## config.mk

```make
export PLATFORM = sky130hd
export DESIGN_NAME = alu_seq
export DESIGN_NICKNAME = d
export VERILOG_FILES = /design/src/rtl/alu_pkg.sv /design/src/rtl/alu_mul_seq.sv /design/src/rtl/alu_seq.sv
export SDC_FILE = /design/constraint.sdc
export NUM_CORES = 1
export LEC_CHECK = 0
export CAP_MARGIN = 40
export CORE_UTILIZATION = 30
export CTS_BUF_LIST = sky130_fd_sc_hd__clkbuf_4
export DETAILED_ROUTE_END_ITERATION = 6
export SYNTH_ARGS = -nofsm -noshare
export SYNTH_HDL_FRONTEND = slang
export SYNTH_SLANG_ARGS = --single-unit
export TNS_END_PERCENT = 30
```

## constraint.sdc

```tcl
create_clock -name clk -period 7.2 [get_ports clk]
set_input_delay 1.08 -clock clk [delete_from_list [all_inputs] [get_ports clk]]
set_output_delay 1.08 -clock clk [all_outputs]
set_load 0.005 [all_outputs]
```

## src/rtl/alu_pkg.sv

```systemverilog
// Shared definitions for the sequential ALU: opcode values, FSM state
// encoding and a parity helper.
package alu_pkg;

  localparam logic [3:0] OP_NOP   = 4'd0;
  localparam logic [3:0] OP_ADD   = 4'd1;
  localparam logic [3:0] OP_ADC   = 4'd2;
  localparam logic [3:0] OP_SUB   = 4'd3;
  localparam logic [3:0] OP_INC   = 4'd4;
  localparam logic [3:0] OP_DEC   = 4'd5;
  localparam logic [3:0] OP_AND   = 4'd6;
  localparam logic [3:0] OP_NOT   = 4'd7;
  localparam logic [3:0] OP_ROL   = 4'd8;
  localparam logic [3:0] OP_ROR   = 4'd9;
  localparam logic [3:0] OP_OR    = 4'd10;
  localparam logic [3:0] OP_XOR   = 4'd11;
  localparam logic [3:0] OP_SHL   = 4'd12;
  localparam logic [3:0] OP_SHR   = 4'd13;
  localparam logic [3:0] OP_MUL   = 4'd14;
  localparam logic [3:0] OP_INV15 = 4'd15;

  typedef enum logic {
    ST_IDLE     = 1'b0,
    ST_MUL_BUSY = 1'b1
  } state_t;

  localparam int PARITY_MAX_W = 64;

  // Zero-extension does not change parity, so one wide helper serves any width.
  function automatic logic odd_parity(input logic [PARITY_MAX_W-1:0] v);
    return ^v;
  endfunction

endpackage

```

## src/rtl/alu_mul_seq.sv

```systemverilog
// Iterative shift-add multiplier: one partial-product step per clock.
// done/product are presented combinationally during the final step.
module alu_mul_seq
  import alu_pkg::*;
#(
  parameter int BUS_WIDTH = 8
) (
  input  logic                   clk,
  input  logic                   rst_n,
  input  logic                   start,
  input  logic [BUS_WIDTH-1:0]   a,
  input  logic [BUS_WIDTH-1:0]   b,
  output logic                   done,
  output logic [2*BUS_WIDTH-1:0] product
);

  localparam int CNT_W = $clog2(BUS_WIDTH);

  logic [2*BUS_WIDTH-1:0] mcand_reg;
  logic [2*BUS_WIDTH-1:0] prod_reg;
  logic [2*BUS_WIDTH-1:0] prod_next;
  logic [BUS_WIDTH-1:0]   mplier_reg;
  logic [CNT_W-1:0]       count_reg;
  logic                   run_reg;

  assign prod_next = prod_reg + (mplier_reg[0] ? mcand_reg : '0);
  assign done      = run_reg && (count_reg == CNT_W'(BUS_WIDTH - 1));
  assign product   = prod_next;

  always_ff @(posedge clk or negedge rst_n) begin
    if (!rst_n) begin
      mcand_reg  <= '0;
      prod_reg   <= '0;
      mplier_reg <= '0;
      count_reg  <= '0;
      run_reg    <= 1'b0;
    end else if (start && !run_reg) begin
      mcand_reg  <= {{BUS_WIDTH{1'b0}}, a};
      prod_reg   <= '0;
      mplier_reg <= b;
      count_reg  <= '0;
      run_reg    <= 1'b1;
    end else if (run_reg) begin
      prod_reg   <= prod_next;
      mcand_reg  <= mcand_reg << 1;
      mplier_reg <= mplier_reg >> 1;
      count_reg  <= count_reg + CNT_W'(1);
      if (done) begin
        run_reg <= 1'b0;
      end
    end
  end

endmodule

```

## src/rtl/alu_seq.sv

```systemverilog
// Registered ALU with valid/ready handshakes on operands and results;
// single-cycle ops finish on the accept edge, MUL runs iteratively.
module alu_seq
  import alu_pkg::*;
#(
  parameter  int BUS_WIDTH = 8,
  localparam int SHAMT_W   = $clog2(BUS_WIDTH)
) (
  input  logic                 clk,
  input  logic                 rst_n,
  input  logic                 in_valid,
  output logic                 in_ready,
  input  logic [3:0]           opcode,
  input  logic [BUS_WIDTH-1:0] a,
  input  logic [BUS_WIDTH-1:0] b,
  input  logic                 carry_in,
  output logic                 out_valid,
  input  logic                 out_ready,
  output logic [BUS_WIDTH-1:0] y,
  output logic [BUS_WIDTH-1:0] y_hi,
  output logic                 carry_out,
  output logic                 borrow,
  output logic                 zero,
  output logic                 parity,
  output logic                 invalid_op,
  output logic                 busy
);

  state_t                 state_reg;
  logic                   out_valid_reg;
  logic [BUS_WIDTH-1:0]   y_reg;
  logic [BUS_WIDTH-1:0]   y_hi_reg;
  logic                   carry_reg;
  logic                   borrow_reg;
  logic                   zero_reg;
  logic                   parity_reg;
  logic                   invalid_reg;
  logic                   busy_reg;

  logic                   accept;
  logic                   consume;
  logic                   mul_start;
  logic                   mul_done;
  logic [2*BUS_WIDTH-1:0] mul_product;

  logic [SHAMT_W-1:0]     shamt;
  logic [2*BUS_WIDTH-1:0] rol_wide;
  logic [2*BUS_WIDTH-1:0] ror_wide;
  logic [BUS_WIDTH:0]     shl_wide;

  logic [BUS_WIDTH-1:0]   res_y;
  logic                   res_c;
  logic                   res_b;
  logic                   res_inv;

  assign in_ready  = (state_reg == ST_IDLE) && (!out_valid_reg || out_ready);
  assign accept    = in_valid && in_ready;
  assign consume   = out_valid_reg && out_ready;
  assign mul_start = accept && (opcode == OP_MUL);

  assign out_valid  = out_valid_reg;
  assign y          = y_reg;
  assign y_hi       = y_hi_reg;
  assign carry_out  = carry_reg;
  assign borrow     = borrow_reg;
  assign zero       = zero_reg;
  assign parity     = parity_reg;
  assign invalid_op = invalid_reg;
  assign busy       = busy_reg;

  // Rotates fall out of shifting a doubled copy of the operand.
  assign shamt    = b[SHAMT_W-1:0];
  assign rol_wide = {a, a} << shamt;
  assign ror_wide = {a, a} >> shamt;
  assign shl_wide = {1'b0, a} << shamt;

  always_comb begin
    res_y   = '0;
    res_c   = 1'b0;
    res_b   = 1'b0;
    res_inv = 1'b0;
    case (opcode)
      OP_ADD: {res_c, res_y} = {1'b0, a} + {1'b0, b};
      OP_ADC: {res_c, res_y} = {1'b0, a} + {1'b0, b} + {{BUS_WIDTH{1'b0}}, carry_in};
      OP_SUB: begin
        res_y = a - b;
        res_b = (a < b);
      end
      OP_INC: {res_c, res_y} = {1'b0, a} + (BUS_WIDTH+1)'(1);
      OP_DEC: begin
        res_y = a - BUS_WIDTH'(1);
        res_b = (a == '0);
      end
      OP_AND: res_y = a & b;
      OP_NOT: res_y = ~a;
      OP_OR:  res_y = a | b;
      OP_XOR: res_y = a ^ b;
      OP_ROL: res_y = rol_wide[2*BUS_WIDTH-1:BUS_WIDTH];
      OP_ROR: res_y = ror_wide[BUS_WIDTH-1:0];
      OP_SHL: begin
        res_y = shl_wide[BUS_WIDTH-1:0];
        res_c = shl_wide[BUS_WIDTH];
      end
      OP_SHR: res_y = a >> shamt;
      OP_MUL: res_y = '0;
      OP_NOP, OP_INV15: res_inv = 1'b1;
      default: res_inv = 1'b1;
    endcase
  end

  alu_mul_seq #(
    .BUS_WIDTH(BUS_WIDTH)
  ) u_mul (
    .clk     (clk),
    .rst_n   (rst_n),
    .start   (mul_start),
    .a       (a),
    .b       (b),
    .done    (mul_done),
    .product (mul_product)
  );

  always_ff @(posedge clk or negedge rst_n) begin
    if (!rst_n) begin
      state_reg     <= ST_IDLE;
      out_valid_reg <= 1'b0;
      y_reg         <= '0;
      y_hi_reg      <= '0;
      carry_reg     <= 1'b0;
      borrow_reg    <= 1'b0;
      zero_reg      <= 1'b0;
      parity_reg    <= 1'b0;
      invalid_reg   <= 1'b0;
      busy_reg      <= 1'b0;
    end else if (state_reg == ST_IDLE) begin
      if (mul_start) begin
        // Any previous result is consumed on this edge; nothing shows until done.
        state_reg     <= ST_MUL_BUSY;
        busy_reg      <= 1'b1;
        out_valid_reg <= 1'b0;
      end else if (accept) begin
        out_valid_reg <= 1'b1;
        y_reg         <= res_y;
        y_hi_reg      <= '0;
        carry_reg     <= res_c;
        borrow_reg    <= res_b;
        zero_reg      <= !res_inv && (res_y == '0);
        parity_reg    <= odd_parity(PARITY_MAX_W'(res_y));
        invalid_reg   <= res_inv;
      end else if (consume) begin
        out_valid_reg <= 1'b0;
      end
    end else if (mul_done) begin
      state_reg     <= ST_IDLE;
      busy_reg      <= 1'b0;
      out_valid_reg <= 1'b1;
      y_reg         <= mul_product[BUS_WIDTH-1:0];
      y_hi_reg      <= mul_product[2*BUS_WIDTH-1:BUS_WIDTH];
      carry_reg     <= (mul_product[2*BUS_WIDTH-1:BUS_WIDTH] != '0);
      borrow_reg    <= 1'b0;
      zero_reg      <= (mul_product == '0);
      parity_reg    <= odd_parity(PARITY_MAX_W'(mul_product[BUS_WIDTH-1:0]));
      invalid_reg   <= 1'b0;
    end
  end

endmodule

```

==> flow_metrics.env <==
export IMPL_outcome="complete, no violations"
export IMPL_cts_buffers=9
export IMPL_synthTopCellsByCount="106 x nand2_1, 79 x o21ai_0, 68 x dfrtp_1, 59 x a21oi_1, 57 x nor2_1"
export IMPL_post_dp_cell_area_sq_mm=0.007107
export IMPL_critPathRequiredTime_ns=7.52
export IMPL_syn_nets=889
export IMPL_drv_slew=0
export IMPL_critPathLaunchType="primary input"
export IMPL_fin_setup_tns_ns=0
export IMPL_wl_met2_um=8770
export IMPL_path_max_fanout=14
export IMPL_async_flop_share_pct=100.0
export IMPL_routed_top_layer="met4"
export IMPL_synth_edf_count=0
export IMPL_wire_per_inst_um=18.05
export IMPL_worstSetupPathType="primary input to register"
export IMPL_yosysWarnings=0
export IMPL_gp_congestion=0.9198
export IMPL_yosys_area_top_type="dfrtp_1"
export IMPL_hold_ws_ns=0.4946
export IMPL_yosysSeqAreaShare_pct=26.93
export IMPL_drive_gt1_share_pct=5.749
export IMPL_ys_flop_type="dfrtp_1"
export IMPL_vias=6155
export IMPL_slew_headroom_pct=41.84
export IMPL_ys_seq_elements=68
export IMPL_wirelength_um=19970
export IMPL_holdBufCountCts=0
export IMPL_finalSetupViolCount=0
export IMPL_synth_area_leaders="dfrtp_1 27%, ha_1 11%, nand2_1 6.3%, o21ai_0 6.3%, a21oi_1 4.7%"
export IMPL_avgSynthCellArea_sq_um=7.841
export IMPL_clk_pin_slew_ns=0.12
export IMPL_antenna_found_initial=2
export IMPL_wl_met1_um=9432
export IMPL_critical_path_arrival_ns=5.22
export IMPL_grt_max_degree=57
export IMPL_ir_drop_mv=0.1046
export IMPL_post_route_period_util_pct=67.94
export IMPL_fin_util_pct=35.71
export IMPL_ant_nets=0
export IMPL_hold_class="register to register"
export IMPL_finalHoldViolations=0
export IMPL_post_dp_hpwl_um=15270
export IMPL_syn_to_final_growth_pct=15.44
export IMPL_grt_pass1_wl_um=31680
export IMPL_clk_latency_ns=0.43
export IMPL_cp_end_kind="register"
export IMPL_cts_resized=0
export IMPL_min_period_ns=4.892
export IMPL_grt_setup_unrepaired="no"
export IMPL_r2r_start="u_mul.mplier_reg[0]"
export IMPL_finalInstanceArea_sq_mm=0.007296
export IMPL_hp_start="u_mul.count_reg[0]"
export IMPL_clk_path_buf_depth=2
export IMPL_grt_pass1_vias=5662
export IMPL_worst_pin_slew_ns=0.8657
export IMPL_drt_initial_drc_count=573
export IMPL_ys_types=67
export IMPL_grt_usage_pct=18.52
export IMPL_cts_setup_buffers=0
export IMPL_die_area_sq_mm=0.02165
export IMPL_yosysTopAreaCellShare_pct=26.93
export IMPL_skew_ns=0.01659
export IMPL_start_util_pct=30.93
export IMPL_core_sq_mm=0.02043
export IMPL_drc_errors=0
export IMPL_cts_sinks=68
export IMPL_avgViaCountPerCell=5.565
export IMPL_crit_path_start="a[1]"
export IMPL_nets=913
export IMPL_fmax_ghz=0.2044
export IMPL_die_h_um=147.1
export IMPL_die_w_um=147.1
export IMPL_io_pins=49
export IMPL_grt_overflow_total=0
export IMPL_root_buffer="clkbuf_4"
export IMPL_cap_violations=0
export IMPL_io_buffers=48
export IMPL_cts_htree_levels=3
export IMPL_power_density_mw_per_mm2=250.8
export IMPL_cts_tree="built"
export IMPL_p_leak_nw=3.203
export IMPL_num_rows=52
export IMPL_drtPass1Iterations=5
export IMPL_synth_most_common_cell="nand2_1"
export IMPL_syn_area_sq_mm=0.006320
export IMPL_met3_wirelength_um=1273
export IMPL_synth_cells=806
layout by cell type, fill, tap and decap left out, types with 11 or more instances in the layout:
master	count
a21oi_1	59
dfrtp_1	67
ha_1	55
mux2i_1	13
nand3_1	21
nor3_1	16
nand2b_1	11
nand2_1	106
nor2_1	57
inv_1	32
o21ai_0	79
xor2_1	14
and2_1	21
a211oi_1	12
xnor2_1	25
clkdlybuf4s50_1	47
report_power, final:
group          internal (mW)  switching, mW
Combinational          0.385          0.474
Clock                  0.180          0.149
Sequential             0.512          0.129
Total                   1.08          0.752
final timing paths:
check | to | slack, ns | cells after the start
max | parity | 2.31 | 15
max reg2reg | zero | 3.37 | 11
max in group asynchronous | u_mul.mplier_reg[5] | 6.07 | 3
min reg2reg | u_mul.count_reg[0] | 0.49 | 1
min in group asynchronous | y[4] | 0.57 | 2
min | u_mul.count_reg[0] | 0.49 | 1
kinds of logic after synthesis:
| family | share of synthesized area, % |
|---|---|
| flip-flops | 26.93 |
| adder cells (fa/ha/maj) | 11.84 |
| AND/OR/NAND/NOR | 21.34 |
| buffers and inverters | 4.910 |
| XOR/XNOR | 5.405 |
| AO/OA/AOI/OAI | 25.74 |
| multiplexers | 3.841 |
layout make-up:
cell class | count | area (sq um)
Sequential cell | 68 | 1703
Timing Repair Buffer | 61 | 630.6
Fill cell | 2186 | 13130
Clock inverter | 6 | 111.4
Clock buffer | 10 | 75.07
Inverter | 34 | 127.6
Antenna cell | 1 | 2.502
Tap cell | 270 | 337.8
Multi-Input combinational cell | 656 | 4308
metrics by stage:
stage | power [mW] | instances | setup WS, ns
after floorplan | 1.175 | 806 | 2.989
after global placement | 1.463 | 1085 | 1.969
after detailed placement | 1.506 | 1089 | 1.915
after CTS | 1.844 | 1105 | 2.384
after global routing | 1.973 | 1106 | 2.030
final | 1.829 | 1106 | 2.308
worst max-delay path: stages:
cell and delay, ns:
clkdlybuf4s50_1 0.87, inv_1 0.29, ha_1 0.41, a211oi_1 0.28, nor2_1 0.13, o21a_1 0.18
o31ai_1 0.54, o22ai_1 0.18, a211oi_1 0.36, ha_1 0.30, xnor2_1 0.14, xnor2_1 0.19
nor2_1 0.06, a21oi_1 0.12, o21ai_0 0.08
metal layers:
metal | GRT usage [%] | up-vias
met5 | 0 | -
met2 | 28.75 | 227
met1 | 26.02 | 2938
met4 | 5.876 | 0
li1 | - | 2957
met3 | 3.137 | 33
Note: power is estimated with default switching activity, not from simulation.
==> RTL edit 1, RTL diff (same flow settings) <==
Reset style: synchronous (`rst_n`), changed in 2 clocked blocks.
--- a/src/rtl/alu_mul_seq.sv
+++ b/src/rtl/alu_mul_seq.sv
@@ -27,7 +27,7 @@
   assign done      = run_reg && (count_reg == CNT_W'(BUS_WIDTH - 1));
   assign product   = prod_next;
 
-  always_ff @(posedge clk or negedge rst_n) begin
+  always_ff @(posedge clk) begin
     if (!rst_n) begin
       mcand_reg  <= '0;
       prod_reg   <= '0;
--- a/src/rtl/alu_seq.sv
+++ b/src/rtl/alu_seq.sv
@@ -120,7 +120,7 @@
     .product (mul_product)
   );
 
-  always_ff @(posedge clk or negedge rst_n) begin
+  always_ff @(posedge clk) begin
     if (!rst_n) begin
       state_reg     <= ST_IDLE;
       out_valid_reg <= 1'b0;
Formal check against the unedited RTL: differs if rst_n is asserted again (counterexample within 4 cycles, from zero or initial values and one cycle with rst_n low); with rst_n held inactive, the same outputs for 4 cycles.
==> RTL edit 1 against the unedited design <==
  * Setup slack worse by 180 ps
  * Wire length is 3.2% higher
  * Register-to-register slack better by 20 ps
  * Clock skew is 15 ps higher
  * Final cell count is 2.8% higher
  * Worst hold slack worse by 21 ps
  * Sequential share of layout area is 4.8 points lower
  * Critical endpoint is now parity$_SDFFE_PN0P_
  * Synthesized area is 2.4% higher
  * Sequential cell count stayed put
  * Non-clock buffer count stayed put
  * Design area is 0.96% higher
Power is not compared: it rests on default switching activity, and its combinational part moved more than twofold at a synthesized area within 25%.
==> RTL edit 1: results <==
[hold_path]
hold_depth = 2
hp-start = u_mul.mplier_reg[7]$_SDFFE_PN0P_
whs_endpoint = u_mul.mplier_reg[7]$_SDFFE_PN0P_

[grt]
use_met3 = 0.0239
grt_max_degree = 66
grt_pass1_vias = 5767
met2_usage = 0.292
gr-usage-all-layers = 0.187

[drt]
viasPerCell = 5.54
met1_length_um = 9630
first_iter_violations = 477
wl_met2_um = 9250

[worst_setup_path]
r2r_start = u_mul.mplier_reg[0]$_SDFFE_PN0P_
cp-startpoint = b[2]
slowest_delay_ps = 820
cp.arrival_ps = 5470
reg2reg_slack_ps = 3390
crit_path_end = parity$_SDFFE_PN0P_

[synthesis]
synth_nets = 921
synth_compound_area_frac = 0.240
ys.flop_type = dfxtp_1
synth_area_leaders = dfxtp_1 21%, ha_1 11%, mux2i_1 8.4%
synthAdderAreaFrac = 0.116
synth_xor_area_frac = 0.0555
synth.mux.area_fraction = 0.0974
ys_types = 76
synth_cells = 838

[layout]
final_util = 0.349
drive_gt1_frac = 0.0557
nNetsFinal = 939
stdcell_count = 1137

[placement]
routabilityCongestion = 0.950

[sta]
skew_ps = 32.0
fin_crit_sh = 0.705

[outcome]
outcome = finished, final reports clean
[RTL edit 1: worst max-delay path, delay by kind of cell]
kind | cells | cell delay, ps
xor+xnor | 4 | 850
compound gates | 5 | 950
simple gates | 3 | 340
buf+inv | 2 | 1210
mux | 1 | 160
fa+ha+maj | 2 | 860
[RTL edit 1: logic make-up (layout without fill, tap and decap cells)]
family	Yosys count	after routing
simple gates	297	297
fa+ha+maj	58	58
other cells	0	1
mux	61	61
compound gates	221	221
flops	68	68
buf+inv	92	115
xor+xnor	41	41
[RTL edit 1: cell type report]
| type | count | share of cell area |
|---|---|---|
| inverter | 38 | 0.0194 |
| tap | 275 | 0.0467 |
| clock buffer | 11 | 0.0112 |
| sequential | 68 | 0.185 |
| clock inverter | 5 | 0.0104 |
| timing repair buffer | 61 | 0.0802 |
| multi-input combinational | 678 | 0.647 |
| antenna | 1 | 0.000340 |
==> RTL edit 2, RTL diff (config.mk and constraints unchanged) <==
Made on the original files. `BUS_WIDTH` is set to 8 in 2 places; all go to 16.
--- a/src/rtl/alu_mul_seq.sv
+++ b/src/rtl/alu_mul_seq.sv
@@ -3,7 +3,7 @@
 module alu_mul_seq
   import alu_pkg::*;
 #(
-  parameter int BUS_WIDTH = 8
+  parameter int BUS_WIDTH = 16
 ) (
   input  logic                   clk,
   input  logic                   rst_n,
--- a/src/rtl/alu_seq.sv
+++ b/src/rtl/alu_seq.sv
@@ -3,7 +3,7 @@
 module alu_seq
   import alu_pkg::*;
 #(
-  parameter  int BUS_WIDTH = 8,
+  parameter  int BUS_WIDTH = 16,
   localparam int SHAMT_W   = $clog2(BUS_WIDTH)
 ) (
   input  logic                 clk,
Ports: changed (resized a, b, y and y_hi); port bits go from 49 to 81. The function was not compared with the original's and may differ.
==> RTL edit 2 against the unedited design <==
  * Design area up 110%
  * Core utilization down 0.73 points
  * Non-clock buffer count up 69
  * Global-route usage up 5.0 points
  * Synthesized area up 110%
  * Clock power up 96%
  * Via count up 120%
  * Critical path type unchanged
  * Wire length rose to 2.6 times the old value
  * Sequential power up 83%
  * Total power up 120%
  * Setup slack worse by 550 ps
  * Sequential cell count up 57
  * Combinational power up 150%
  * Sequential share of layout area down 2.8 points
==> RTL edit 2: results <==
[placement]
io_buffers = 80
place_hpwl_um = 40100
routabilityCongestion = 1.05
dp_cells = 2331

[layout]
n_all_inverters = 70
regArea_um2 = 3130
multi_input_area_um2 = 9540
seq_cells = 125
buf_share = 0.0785
fillers = 4610
drive_gt1_frac = 0.0872

[grt]
gr-usage-all-layers = 0.235
grt_max_degree = 93
grt_pass1_vias = 13000
grt_pass1_wl_um = 81000

[synthesis]
synthTopCellsByCount = 214 x nand2_1, 170 x nor2_1, 143 x a21oi_1
yosysSeqAreaShare = 0.234
synth_nets = 1882
synth.top_cell.area_share = 0.234
synth_area_leaders = dfrtp_1 23%, ha_1 10%, nand2_1 6.0%
avgSynthCellArea_um2 = 7.72
ys_types = 99

[clock_network]
clock_latency_ps = 640
numCtsBuffers = 17
htreeDepth = 4
clk_pin_slew_ps = 200

[worst_setup_path]
slowest_delay_ps = 1080
reg2reg_depth = 16
cp.arrival_ps = 5940
crit_fanout = 18

[power_and_ir_drop]
seq_power_mw = 1.17
pwr-share-comb = 0.538
switching_share = 0.443

[sta]
timing.hold.ws_ps = 414
skew_ps = 77.7
tightest_slew_ps = 938

[drt]
routed_wl_um = 52400
post_drt_wl_per_cell_um = 22.2
first_iter_violations = 1746

[outcome]
outcome = finished, final reports clean

[hold_path]
hp-class = in2async
==> RTL edit 2: cell count changes in the layout (fill, tap and decap cells not counted), sizes merged, moves of 25 or more <==
cell,delta
a21oi,+84
buf,+37
clkdlybuf4s50,+31
dfrtp,+57
ha,+52
inv,+37
nand2,+109
nand3,+33
nor2,+113
o21ai,+60
o22ai,+25
xnor2,+37
==> RTL edit 2: kinds of logic after synthesis <==
kind of cell / count (synthesis) / share of synthesized area
simple gates: 613 / 0.217
xor+xnor: 84 / 0.0567
flops: 125 / 0.234
fa+ha+maj: 110 / 0.105
mux: 71 / 0.0699
buf+inv: 185 / 0.0544
compound gates: 543 / 0.264
==> RTL edit 2: stage by stage <==
step / setup WS (ps) / power [mW] / cell area, µm²
finish: 1760 / 3.94 / 15200
global route: 1430 / 4.25 / 15200
CTS: 1910 / 3.93 / 15200
detailed placement: 1300 / 3.28 / 14900
global placement: 1390 / 3.24 / 14800
floorplan: 1970 / 2.56 / 13400
==> RTL edit 2: how the worst min path moves through the flow <==
stage                                           from                                to  cells after the start
floorplan           u_mul.mplier_reg[15]$_DFFE_PN0P_  u_mul.mplier_reg[14]$_DFFE_PN0P_                      2
global placement     u_mul.mplier_reg[7]$_DFFE_PN0P_   u_mul.mplier_reg[6]$_DFFE_PN0P_                      2
detailed placement   u_mul.mplier_reg[2]$_DFFE_PN0P_   u_mul.mplier_reg[1]$_DFFE_PN0P_                      2
CTS                                            rst_n              y_hi[13]$_DFFE_PN0P_                      1
global route                                   rst_n     u_mul.prod_reg[8]$_DFFE_PN0P_                      1
finish                                         rst_n              y_hi[13]$_DFFE_PN0P_                      1
==> RTL edit 2: layer usage <==
metal	vias up	wire (µm)	GRT usage
li1	6348	-	-
met1	6618	23700	0.338
met5	-	12	0
met2	719	22100	0.349
met3	100	4820	0.0422
met4	2	1760	0.0843
